==> src/rtl/booth_mult_if.sv <==
// Start/done request bundle between an issuing datapath and the sequential Booth multiplier.
// Handshake: start is accepted only on an edge where busy=0; done pulses for one cycle with product valid.
interface booth_mult_if #(
    parameter int N = 32
) ();
    logic           start;
    logic           signed_mode;
    logic [N-1:0]   multiplicand;
    logic [N-1:0]   multiplier;
    logic           busy;
    logic           done;
    logic [2*N-1:0] product;

    modport master (
        output start, signed_mode, multiplicand, multiplier,
        input  busy, done, product
    );

    modport slave (
        input  start, signed_mode, multiplicand, multiplier,
        output busy, done, product
    );
endinterface

==> src/rtl/booth_mult_seq.sv <==
// Iterative Booth multiplier: one radix-2 or radix-4 recoding step per clock,
// signed or unsigned operands per operation, one operation in flight.
module booth_mult_seq #(
    parameter int N      = 32,
    parameter bit RADIX4 = 1'b1
) (
    input  logic        clk,
    input  logic        rst_n,
    booth_mult_if.slave bus,
    output logic [1:0]  state_dbg
);
    localparam int W    = RADIX4 ? N + 2 : N + 1;
    localparam int AW   = W + 1;
    localparam int ITER = RADIX4 ? (N + 2) / 2 : N + 1;
    localparam int CW   = $clog2(ITER + 1);
    localparam int PH   = 2 * N - W;

    typedef enum logic [1:0] {
        S_IDLE = 2'd0,
        S_RUN  = 2'd1,
        S_DONE = 2'd2
    } state_t;

    state_t          state_q, state_d;
    logic [AW-1:0]   a_q, a_d;
    logic [W-1:0]    q_q, q_d;
    logic            qm1_q, qm1_d;
    logic [W-1:0]    m_q, m_d;
    logic [CW-1:0]   count_q, count_d;
    logic [2*N-1:0]  product_q, product_d;

    logic [AW-1:0]   m_ext, m_dbl, addend, sum;
    logic [AW-1:0]   a_sh;
    logic [W-1:0]    q_sh;
    logic            qm1_sh;
    logic            accept, last_step;

    // Widen an operand to W bits so the top recoding step sees the true sign.
    function automatic logic [W-1:0] ext_op(input logic [N-1:0] x, input logic sgn);
        ext_op = {{(W-N){sgn & x[N-1]}}, x};
    endfunction

    // State register and datapath flops
    always_ff @(posedge clk or negedge rst_n) begin
        if (!rst_n) begin
            state_q   <= S_IDLE;
            a_q       <= '0;
            q_q       <= '0;
            qm1_q     <= 1'b0;
            m_q       <= '0;
            count_q   <= '0;
            product_q <= '0;
        end else begin
            state_q   <= state_d;
            a_q       <= a_d;
            q_q       <= q_d;
            qm1_q     <= qm1_d;
            m_q       <= m_d;
            count_q   <= count_d;
            product_q <= product_d;
        end
    end

    assign accept    = (state_q == S_IDLE) && bus.start;
    assign last_step = (state_q == S_RUN) && (count_q == CW'(1));

    // Next-state logic
    always_comb begin
        state_d = state_q;
        case (state_q)
            S_IDLE:  if (accept)    state_d = S_RUN;
            S_RUN:   if (last_step) state_d = S_DONE;
            S_DONE:  state_d = S_IDLE;
            default: state_d = S_IDLE;
        endcase
    end

    // One recoding step: select the partial product, accumulate, then shift {A,Q,q_-1}.
    always_comb begin
        m_ext  = {m_q[W-1], m_q};
        m_dbl  = {m_q, 1'b0};
        addend = '0;
        if (RADIX4) begin
            case ({q_q[1:0], qm1_q})
                3'b001, 3'b010: addend = m_ext;
                3'b011:         addend = m_dbl;
                3'b100:         addend = ~m_dbl + AW'(1);
                3'b101, 3'b110: addend = ~m_ext + AW'(1);
                default:        addend = '0;
            endcase
        end else begin
            case ({q_q[0], qm1_q})
                2'b01:   addend = m_ext;
                2'b10:   addend = ~m_ext + AW'(1);
                default: addend = '0;
            endcase
        end
        sum = a_q + addend;
        if (RADIX4) begin
            a_sh   = {{2{sum[AW-1]}}, sum[AW-1:2]};
            q_sh   = {sum[1:0], q_q[W-1:2]};
            qm1_sh = q_q[1];
        end else begin
            a_sh   = {sum[AW-1], sum[AW-1:1]};
            q_sh   = {sum[0], q_q[W-1:1]};
            qm1_sh = q_q[0];
        end
    end

    // Datapath register updates
    always_comb begin
        a_d       = a_q;
        q_d       = q_q;
        qm1_d     = qm1_q;
        m_d       = m_q;
        count_d   = count_q;
        product_d = product_q;
        if (accept) begin
            a_d     = '0;
            q_d     = ext_op(bus.multiplier, bus.signed_mode);
            qm1_d   = 1'b0;
            m_d     = ext_op(bus.multiplicand, bus.signed_mode);
            count_d = CW'(ITER);
        end else if (state_q == S_RUN) begin
            a_d     = a_sh;
            q_d     = q_sh;
            qm1_d   = qm1_sh;
            count_d = count_q - CW'(1);
            // The low 2N bits of the final {A,Q} are exact for both signed and unsigned.
            if (last_step) product_d = {a_sh[PH-1:0], q_sh};
        end
    end

    // Outputs
    always_comb begin
        bus.busy    = (state_q != S_IDLE);
        bus.done    = (state_q == S_DONE);
        bus.product = product_q;
        state_dbg   = state_q;
    end
endmodule

==> src/flat_wrapper.sv <==
// flat-port wrapper written by rule: the top's interface ports become plain ports
module booth_mult_seq_flat 
#(
    parameter int N      = 32,
    parameter bit RADIX4 = 1'b1
)
  (clk, rst_n, state_dbg, bus_start, bus_signed_mode, bus_multiplicand, bus_multiplier, bus_busy, bus_done, bus_product);
  booth_mult_if #(.N(N)) bus_i ();
  input  logic clk;
  input  logic rst_n;
  output logic [1:0] state_dbg;
  input wire logic [$bits(bus_i.start)-1:0] bus_start;
  input wire logic [$bits(bus_i.signed_mode)-1:0] bus_signed_mode;
  input wire logic [$bits(bus_i.multiplicand)-1:0] bus_multiplicand;
  input wire logic [$bits(bus_i.multiplier)-1:0] bus_multiplier;
  output wire logic [$bits(bus_i.busy)-1:0] bus_busy;
  output wire logic [$bits(bus_i.done)-1:0] bus_done;
  output wire logic [$bits(bus_i.product)-1:0] bus_product;
  assign bus_i.start = bus_start;
  assign bus_i.signed_mode = bus_signed_mode;
  assign bus_i.multiplicand = bus_multiplicand;
  assign bus_i.multiplier = bus_multiplier;
  assign bus_busy = bus_i.busy;
  assign bus_done = bus_i.done;
  assign bus_product = bus_i.product;
  booth_mult_seq #(.N(N), .RADIX4(RADIX4)) u_core (.clk(clk), .rst_n(rst_n), .bus(bus_i), .state_dbg(state_dbg));
endmodule
==> config.mk <==
export PLATFORM = sky130hd
export DESIGN_NAME = booth_mult_seq_flat
export DESIGN_NICKNAME = d
export VERILOG_FILES = /design/src/rtl/booth_mult_if.sv /design/src/rtl/booth_mult_seq.sv /design/src/flat_wrapper.sv
export SDC_FILE = /design/constraint.sdc
export NUM_CORES = 1
export LEC_CHECK = 0
export CAP_MARGIN = 20
export CORE_MARGIN = 2
export CORE_UTILIZATION = 50
export CTS_CLUSTER_SIZE = 16
export DETAILED_ROUTE_END_ITERATION = 6
export GPL_TIMING_DRIVEN = 0
export PLACE_DENSITY = 0.76
export RECOVER_POWER = 50
export REMOVE_ABC_BUFFERS = 1
export SYNTH_ARGS = -nofsm -noshare
export SYNTH_HDL_FRONTEND = slang
export SYNTH_SLANG_ARGS = --single-unit
==> constraint.sdc <==
create_clock -name clk -period 4.34 [get_ports clk]
set_input_delay 0.651 -clock clk [delete_from_list [all_inputs] [get_ports clk]]
set_output_delay 0.651 -clock clk [all_outputs]
set_load 0.005 [all_outputs]
==> results.sh <==
export IMPL_yosys_area_top_type="dfrtp_1"
export IMPL_slowest_delay_ps=550
export IMPL_hold_class="reg2reg"
export IMPL_chipWidth_um=148
export IMPL_synthMuxAreaShare_pct=0.999
export IMPL_place_area_um2=11900
export IMPL_hold_viol_final=0
export IMPL_grt_pass1_vias=9285
export IMPL_syn2layout_area_growth_pct=30.0
export IMPL_ant_nets=0
export IMPL_grt_max_degree=94
export IMPL_drt_drc_violations_left=0
export IMPL_firstDrtPassIters=5
export IMPL_vias=9864
export IMPL_synth_area_top_cells="dfrtp_1 41%, nand2_1 13%, o21ai_0 5.2%"
export IMPL_totalWireLength_mm=29.7
export IMPL_synth_compound_area_share_pct=19.9
export IMPL_grt_first_pass_wirelength_mm=46.6
export IMPL_syn_cell_area_um2=10400
export IMPL_yosys_most_used_dff="dfrtp_1"
export IMPL_cts_tree="built"
export IMPL_num_nets_final=1500
export IMPL_synth_seq_area_share_pct=41.4
export IMPL_slowest_stage="or4_4"
export IMPL_required_ps=4620
export IMPL_grt_usage_pct=26.1
export IMPL_start_kind="register"
export IMPL_dr_max_layer_used="met4"
export IMPL_path_class="reg2reg"
export IMPL_synth_cells=1267
export IMPL_clkLatencyLatePin_ps=440
export IMPL_ys_ff_latch=172
export IMPL_ctsHtreeMaxLevel=4
export IMPL_num_rows=52
export IMPL_drive_gt1_share_pct=15.8
export IMPL_instances_no_fill=1677
export IMPL_wire_per_inst_um=17.7
export IMPL_place_congestion=0.912
export IMPL_n_antenna_cell=0
export IMPL_crit_chain="or4_4, buf_4, nor4_4, buf_4, nand2_2, or4_4, a21oi_1, o221ai_1, o22ai_2, ha_4, a21o_1, a21oi_1, o21bai_1, a21oi_1, nor2b_1, o21bai_1, o211ai_1, xnor2_1, o21ai_0"
export IMPL_core_um2=20300
export IMPL_final_cell_area_um2=13500
export IMPL_drt_iter0_drc=838
export IMPL_slew_viol_final=82
export IMPL_endpoint_kind="register"
export IMPL_wl_met1_mm=12.5
export IMPL_clk_path_buf_depth=2
export IMPL_dieArea_um2=22000
export IMPL_cts_root_buffer="clkbuf_16"
export IMPL_worst_path_buf_inv=2
export IMPL_synthXorXnorAreaFrac_pct=5.73
export IMPL_cpMostUsedCell="a21oi_1"
export IMPL_placed_cells=1590
export IMPL_synth_simple_area_share_pct=23.4
export IMPL_route_met2_wl_mm=13.5
export IMPL_violations="max-capacitance violations, max-slew violations, negative setup slack"
export IMPL_setup_viol=14
export IMPL_max_freq_mhz=221
export IMPL_status="finished, violations left"
export IMPL_port_buffers=135
export IMPL_ios=136
export IMPL_setup_ws_ps=-181
export IMPL_synth_edf_count=0
export IMPL_clk_pin_slew_ps=70
export IMPL_finalSetupTns_ps=-943
export IMPL_arrival_ps=4800
export IMPL_cp_max_fo=6
export IMPL_synth_top_area_share_pct=41.4
export IMPL_ys_types=78
export IMPL_fin_crit_sh_pct=104
export IMPL_finalCriticalPeriod_ps=4520
export IMPL_clock_sinks=172
export IMPL_crit_family="compound AO/OA/AOI/OAI gates"
export IMPL_synthAdderAreaFrac_pct=4.65
export IMPL_via_per_inst=5.88
export IMPL_skew_ps=11.6
export IMPL_initial_core_util_pct=51.2
export IMPL_grt_ovfl_total=0
export IMPL_place_hpwl_mm=18.2
export IMPL_dr_wl_met3_mm=2.87
export IMPL_ys_warnings_count=0
export IMPL_tightest_slew_ps=1970
export IMPL_synth_top_family_by_area="simple AND/OR/NAND/NOR gates"
export IMPL_die_y_um=148
export IMPL_rsz0062_at_grt="yes"
export IMPL_antenna_found_initial=0
export IMPL_async_flop_share_pct=100
export IMPL_cts_made_buffers=17
export IMPL_avgSynthCellArea_um2=8.21
export IMPL_max_cap_violations=1
export IMPL_slew_headroom_pct=-31.6
[stage by stage]
stage | setup slack [ps] | utilization (%) | hold slack [ps]
global placement | -4560 | 57.8 | 457
global route | -317 | 66.6 | 490
CTS | -33.5 | 64.3 | 224
floorplan | -591 | - | 355
detailed placement | -1160 | 58.5 | 461
finish | -181 | 66.6 | 478
[repair_timing]
action | in CTS | in global routing
setup endpoints to repair | 53 | 35
pin swaps | 38 | 43
hold buffers | 0 | 0
gates cloned | 0 | 0
buffers inserted | 31 | 24
resized for setup | 75 | 70
[cells by family (layout without fill, tap and decap cells)]
kind of cell             after synthesis  count (layout)
AO/OA/AOI/OAI                        327             327
XOR/XNOR                              68              68
adder cells (fa/ha/maj)               38              38
buffers and inverters                102             242
flip-flops                           172             172
multiplexers                          10              10
AND/OR/NAND/NOR                      550             550
[per-layer routing]
metal,global-route usage [%],vias up
met5,0,-
met2,41.6,423
met4,8.14,0
met1,34.7,4725
li1,-,4645
met3,7.67,71
[synth_stat cells, drive strengths merged, types with 4 or more instances]
| library cell | number |
|---|---|
| a31oi | 12 |
| clkbuf | 72 |
| mux2i | 7 |
| o31ai | 4 |
| o21ai | 112 |
| dfrtp | 172 |
| a22oi | 40 |
| or4 | 7 |
| inv | 15 |
| nand2 | 365 |
| xnor2 | 35 |
| or2 | 6 |
| o21a | 6 |
| nor3 | 16 |
| nand2b | 15 |
| and3 | 4 |
| buf | 15 |
| nor2b | 7 |
| nor3b | 4 |
| o211ai | 9 |
| o22a | 4 |
| ha | 37 |
| and2 | 8 |
| o21bai | 5 |
| or3 | 9 |
| a21oi | 59 |
| nand3 | 44 |
| a221oi | 7 |
| a211oi | 7 |
| xor2 | 33 |
| a21o | 15 |
| o22ai | 16 |
| o221ai | 5 |
| nor2 | 53 |
[cells in the final DEF (no fill, tap or decap), types with 13 or more instances in the layout]
| cell type | n |
|---|---|
| nand2_1 | 356 |
| xnor2_1 | 26 |
| o22ai_1 | 15 |
| a22oi_1 | 40 |
| buf_4 | 47 |
| dfrtp_1 | 157 |
| clkbuf_16 | 17 |
| a21o_1 | 14 |
| nand2b_1 | 13 |
| clkdlybuf4s50_1 | 134 |
| o21ai_1 | 17 |
| ha_1 | 29 |
| nand3_1 | 40 |
| xor2_1 | 30 |
| a21oi_1 | 50 |
| o21ai_0 | 90 |
| nor2_1 | 44 |
[state kept, by name, summed over array words and instances (netlist names)]
register / cells
u_core.a_q: 33
u_core.bus.product: 64
u_core.count_q: 5
u_core.m_q: 33
u_core.q_q: 34
u_core.qm1_q: 1
u_core.state_dbg: 2
[cell type report]
type	count	area (um^2)
clock inverters	15	196
flip-flops and latches	172	4330
fillers	1636	6780
well taps	270	338
inverters	15	60.1
clock buffers	17	425
repair buffers	195	1890
multi-input cells	993	6280
[worst register-to-register path, delay by kind of cell (launching register included)]
| kind | cells | cell delay, ps |
|---|---|---|
| fa+ha+maj | 1 | 280 |
| flops | 1 | 420 |
| compound gates | 10 | 1730 |
| buf+inv | 2 | 350 |
| xor+xnor | 1 | 240 |
| simple gates | 5 | 1350 |
[path summary, 6_finish.rpt]
| check | start | endpoint | slack, ps | cells after the start |
|---|---|---|---|---|
| worst max-delay path | u_core.m_q[11]$_DFFE_PN0P_ | u_core.bus.product[63]$_DFFE_PN0P_ | -180 | 19 |
| worst min-delay path | u_core.bus.product[0]$_DFFE_PN0P_ | u_core.bus.product[0]$_DFFE_PN0P_ | 480 | 2 |
| worst max register to register | u_core.m_q[11]$_DFFE_PN0P_ | u_core.bus.product[63]$_DFFE_PN0P_ | -180 | 19 |
| worst min register to register | u_core.bus.product[0]$_DFFE_PN0P_ | u_core.bus.product[0]$_DFFE_PN0P_ | 480 | 2 |
| max in group asynchronous | rst_n | u_core.q_q[1]$_DFFE_PN0P_ | 1140 | 2 |
| min in group asynchronous | rst_n | u_core.m_q[6]$_DFFE_PN0P_ | 770 | 1 |
Power is left out: the tool's default activity adds up to more than one toggle a clock period on the data nets, which glitch-free logic cannot reach.
